--- src/rtl/drop_ctrl_fsm.sv ---
// drop_ctrl_fsm
// Registered baggage-drop controller. A four-state machine (IDLE, HOT, DROP,
// DONE) runs on drop_en and a compare of the current temperature against the
// limit. It drives four 7-segment digits (COLD / blinking HOT / drop) and a
// timed drop actuator pulse. A drop completion is flagged for one cycle.
//
// Ports:
//   clk             in   1    clock, rising edge
//   rst             in   1    synchronous reset, active high
//   drop_en         in   1    drop request/enable (level)
//   t_act           in   T_W  current temperature, unsigned
//   t_lim           in   T_W  temperature limit, unsigned
//   seven_seg1..4   out  7    digit segment codes, registered
//   drop_activated  out  1    actuator drive, registered
//   drop_done       out  1    one-cycle pulse on normal drop completion
//
// Every output is a register loaded from a decode of the next state. An input
// sampled at one edge is therefore visible right after that same edge.
module drop_ctrl_fsm #(
  parameter int T_W         = 16,
  parameter int HYST        = 2,
  parameter int DROP_CYCLES = 8,
  parameter int BLINK_HALF  = 4
) (
  input  logic           clk,
  input  logic           rst,
  input  logic           drop_en,
  input  logic [T_W-1:0] t_act,
  input  logic [T_W-1:0] t_lim,
  output logic [6:0]     seven_seg1,
  output logic [6:0]     seven_seg2,
  output logic [6:0]     seven_seg3,
  output logic [6:0]     seven_seg4,
  output logic           drop_activated,
  output logic           drop_done
);

  typedef enum logic [1:0] {S_IDLE, S_HOT, S_DROP, S_DONE} state_t;

  localparam int DCW = (DROP_CYCLES > 1) ? $clog2(DROP_CYCLES) : 1;
  localparam int BCW = (BLINK_HALF  > 1) ? $clog2(BLINK_HALF)  : 1;
  localparam logic [DCW-1:0] DROP_LAST  = DCW'(DROP_CYCLES - 1);
  localparam logic [BCW-1:0] BLINK_LAST = BCW'(BLINK_HALF - 1);
  localparam logic [T_W:0]   HYST_W     = (T_W + 1)'(HYST);

  // Segment codes, digit 1 first.
  localparam logic [27:0] CODE_COLD  = {7'h39, 7'h5C, 7'h38, 7'h5E};
  localparam logic [27:0] CODE_HOT   = {7'h00, 7'h76, 7'h5C, 7'h78};
  localparam logic [27:0] CODE_DROP  = {7'h5E, 7'h50, 7'h5C, 7'h73};
  localparam logic [27:0] CODE_BLANK = 28'h0;

  state_t         r_state;
  logic [DCW-1:0] r_drop_cnt;
  logic [BCW-1:0] r_blink_cnt;
  logic           r_blink_vis;
  logic [27:0]    r_segs;
  logic           r_drop_act;
  logic           r_drop_done;

  state_t         w_state_next;
  logic [DCW-1:0] w_drop_cnt_next;
  logic [BCW-1:0] w_blink_cnt_next;
  logic           w_blink_vis_next;
  logic [27:0]    w_segs_next;
  logic           w_hot;
  logic           w_cool;

  assign w_hot  = t_act > t_lim;
  // One extra bit so t_act + HYST cannot wrap and falsely look cool.
  assign w_cool = ({1'b0, t_act} + HYST_W) <= {1'b0, t_lim};

  always_comb begin
    w_state_next     = r_state;
    w_drop_cnt_next  = r_drop_cnt;
    w_blink_cnt_next = r_blink_cnt;
    w_blink_vis_next = r_blink_vis;

    case (r_state)
      S_IDLE: begin
        if (drop_en) w_state_next = w_hot ? S_HOT : S_DROP;
      end
      S_HOT: begin
        if (w_cool) w_state_next = S_DROP;
      end
      S_DROP: begin
        // Overheat abort beats completion, even on the last drop cycle.
        if (w_hot)                         w_state_next = S_HOT;
        else if (r_drop_cnt == DROP_LAST)  w_state_next = S_DONE;
        else                               w_drop_cnt_next = r_drop_cnt + DCW'(1);
      end
      default: begin
        // DONE: temperature ignored, only drop_en release leaves.
      end
    endcase

    if (!drop_en) w_state_next = S_IDLE;

    // Any state change restarts both timers with the HOT phase visible.
    if (w_state_next != r_state) begin
      w_drop_cnt_next  = '0;
      w_blink_cnt_next = '0;
      w_blink_vis_next = 1'b1;
    end else if (r_state == S_HOT) begin
      if (r_blink_cnt == BLINK_LAST) begin
        w_blink_cnt_next = '0;
        w_blink_vis_next = ~r_blink_vis;
      end else begin
        w_blink_cnt_next = r_blink_cnt + BCW'(1);
      end
    end

    case (w_state_next)
      S_HOT:   w_segs_next = w_blink_vis_next ? CODE_HOT : CODE_BLANK;
      S_DROP:  w_segs_next = CODE_DROP;
      S_DONE:  w_segs_next = CODE_DROP;
      default: w_segs_next = CODE_COLD;
    endcase
  end

  always_ff @(posedge clk) begin
    if (rst) begin
      r_state     <= S_IDLE;
      r_drop_cnt  <= '0;
      r_blink_cnt <= '0;
      r_blink_vis <= 1'b1;
      r_segs      <= CODE_COLD;
      r_drop_act  <= 1'b0;
      r_drop_done <= 1'b0;
    end else begin
      r_state     <= w_state_next;
      r_drop_cnt  <= w_drop_cnt_next;
      r_blink_cnt <= w_blink_cnt_next;
      r_blink_vis <= w_blink_vis_next;
      r_segs      <= w_segs_next;
      r_drop_act  <= (w_state_next == S_DROP);
      r_drop_done <= (r_state == S_DROP) && (w_state_next == S_DONE);
    end
  end

  assign seven_seg1     = r_segs[27:21];
  assign seven_seg2     = r_segs[20:14];
  assign seven_seg3     = r_segs[13:7];
  assign seven_seg4     = r_segs[6:0];
  assign drop_activated = r_drop_act;
  assign drop_done      = r_drop_done;

endmodule

--- config.mk ---
export PLATFORM = sky130hd
export DESIGN_NAME = drop_ctrl_fsm
export DESIGN_NICKNAME = d
export VERILOG_FILES = /design/src/rtl/drop_ctrl_fsm.sv
export SDC_FILE = /design/constraint.sdc
export NUM_CORES = 1
export LEC_CHECK = 0
export BUFFER_PORTS_ARGS = -buffer_cell sky130_fd_sc_hd__clkbuf_2
export CAP_MARGIN = 20
export CORE_MARGIN = 5
export CORE_UTILIZATION = 30
export DETAILED_ROUTE_END_ITERATION = 16
export HOLD_SLACK_MARGIN = 0.02
export PLACE_DENSITY = 0.58
export SLEW_MARGIN = 5
export SYNTH_ARGS = -nofsm -noshare
export SYNTH_HDL_FRONTEND = slang
export SYNTH_SLANG_ARGS = --single-unit
--- constraint.sdc ---
create_clock -name clk -period 4.6 [get_ports clk]
set_input_delay 1.38 -clock clk [delete_from_list [all_inputs] [get_ports clk]]
set_output_delay 1.38 -clock clk [all_outputs]
set_load 0.01 [all_outputs]
==> flow_summary.ini <==
[routing]
dr.pass1.iters = 4
routed_wl_mm = 3.91
antenna_left = 0
wire_per_inst_um = 11.3
drt-initial-drc-count = 48
dr_total_vias = 1581
drc_errors = 0
vias_per_cell = 4.56

[logic_synthesis]
synth.area.top_cells = ha_1 (24%), dfxtp_1 (19%), buf_4 (8.8%)
synth_area_sq_um = 1790
yosysMostFrequentCell = ha_1
yosys_warnings = 0
synth-edff-count = 0
synth.top_cell.area_share_pct = 24.5
avgSynthCellArea_sq_um = 7.95
syn_inst = 225
synth_largest_area_cell = ha_1
ys_async_sr_fraction_pct = 0
yosysUniqueCellTypes = 38
synth_common_cells = ha_1 (35), inv_1 (23), buf_4 (21)
synth_seq_cells = 17
yosysSeqAreaShare_pct = 19.0
synthFlopType = dfxtp_1

[final_layout]
nets = 343
post-route-util_pct = 35.7
drive_gt1_share_pct = 25.4
multi_input_area_sq_um = 1210
syn2layout_area_growth_pct = 16.9
final_cell_area_sq_um = 2090
nFillCells = 611
fin_cells = 347
register_area_sq_um = 340
num_antenna_cells = 0

[cts]
cts-resized-gates = 0
clockBufferDepth = 2
clock-root-buffer = clkbuf_8
cts_buffers = 3
clock-sinks = 17
clkTransAtPathRegs_ns = 0.06
clock_latency_ns = 0.25
hold_buffers = 0
htree_levels = 1
cts_setup_buffers = 0
cts_tree = yes

[floorplanning]
die_w_um = 87.2
die_area_sq_um = 7600
rows = 28
initial_core_util_pct = 30.6
num_io_pins = 65
fp.dieH_um = 87.2
coreArea_sq_um = 5850

[grt]
grt_pass1_wl_mm = 6.20
overflow = 0
antenna_found_initial = 0
grt_max_degree = 11
grt_pass1_vias = 1445
track_usage_pct = 9.95

[sta]
drv_slew = 0
hold_viol_final = 0
fmax_mhz = 244
skew_ns = 0.00463
fin_crit_sh_pct = 89.1
period_minus_slack_ns = 4.10
setup_viol = 0
rsz0062_at_grt = false
fin_tns_setup_ns = 0

[power]
power_mw = 0.402
power.leakage_nw = 1.07
p_per_area_nw_per_um2 = 192
vdd_ir_drop_max_mv = 0.107

[worst_setup_path]
cp.required_ns = 4.79
cp-end-kind = register
worstPathMaxFanout = 8
reg2reg_setup_slack_ns = 2.87
crit_type = in2reg
cp_data_arrival_time_ns = 4.29
worstSetupStartpointType = input port

[placed_design]
place_inst = 343
portBuffers = 61
dp_hpwl_mm = 3.48
place.gp.congestion = 0.842
place_area_sq_um = 2040

[outcome]
outcome = finished clean

[hold_path]
hp-class = reg2reg

[run]
drv_cap = 0
==> layout by cell type, fill, tap and decap left out, drive strengths merged, types with 2 or more instances in the layout <==
| cell | synthesis | routed |
|---|---|---|
| a21o | 3 | 3 |
| inv | 23 | 23 |
| o21ai | 9 | 9 |
| xor2 | 2 | 2 |
| ha | 35 | 35 |
| nor2 | 12 | 12 |
| and2 | 3 | 3 |
| nand2 | 17 | 17 |
| mux2i | 2 | 2 |
| a211oi | 2 | 2 |
| o21a | 2 | 2 |
| dfxtp | 17 | 17 |
| conb | 1 | 3 |
| nand3 | 9 | 9 |
| and3 | 4 | 4 |
| xnor2 | 12 | 12 |
| nand4 | 7 | 7 |
| a221o | 2 | 2 |
| clkbuf | 0 | 64 |
| a2111oi | 2 | 2 |
| or2 | 3 | 3 |
| nand2b | 2 | 2 |
| nor3 | 7 | 7 |
| a21oi | 16 | 16 |
==> final timing paths <==
kind                         end  cells after the start      startpoint
hold / removal    r_blink_cnt[1]                      2  r_blink_cnt[1]
setup reg to reg      r_segs[20]                      5   r_drop_cnt[0]
setup / recovery  drop_activated                     15        t_act[6]
hold reg to reg   r_blink_cnt[1]                      2  r_blink_cnt[1]
==> stage by stage <==
stage	hold slack, ns	setup WS (ns)
finish	0.464	0.499
global route	0.497	0.200
CTS	0.464	0.489
detailed placement	0.456	0.224
global placement	0.449	0.272
floorplan	0.440	0.583
==> worst max-delay path, cell delays in order <==
cell	delay (ns)
clkbuf_2	0.15
and4_1	0.24
and3_1	0.22
and3_1	0.17
nand3_1	0.09
xnor2_1	0.14
ha_1	0.28
nand3_1	0.12
nor3_1	0.07
a2111oi_0	0.43
o22ai_1	0.17
or2_2	0.33
a22oi_1	0.18
buf_4	0.17
and3_1	0.15
==> routing by layer <==
layer  global-route usage (%)  vias up  part of all wire, %
met4                     1.81        0                 0.77
met3                     1.70        4                  6.4
met2                     16.9       43                   45
li1                         -      860                    -
met5                        0        -                    0
met1                     13.3      674                   48
==> cell type report <==
cell class	count	area share, %
inverters	23	4.13
clock inverters	1	0.239
well taps	75	4.49
clock buffers	3	1.97
repair buffers	62	15.0
multi-input cells	166	57.9
flip-flops and latches	17	16.3
==> kinds of logic (layout without fill, tap and decap cells) <==
logic type / Yosys count / in the layout / synth area share [%]
other cells: 1 / 3 / 0.210
xor+xnor: 14 / 14 / 6.86
fa+ha+maj: 35 / 35 / 24.5
simple gates: 71 / 71 / 20.4
buf+inv: 44 / 89 / 13.6
flops: 17 / 17 / 19.0
compound gates: 41 / 41 / 14.3
mux: 2 / 2 / 1.12
==> report_power, final <==
part	switching, mW	internal (mW)
logic	0.0751	0.0603
registers	0.00433	0.153
clock network	0.0495	0.0601
==> registers in the layout (all words and copies together), names as in the netlist <==
| register | flops |
|---|---|
| drop_activated | 1 |
| r_blink_vis | 1 |
| drop_done | 1 |
| r_segs | 7 |
| r_blink_cnt | 2 |
| r_drop_cnt | 3 |
| r_state | 2 |
Note: power is estimated with default switching activity, not from simulation.
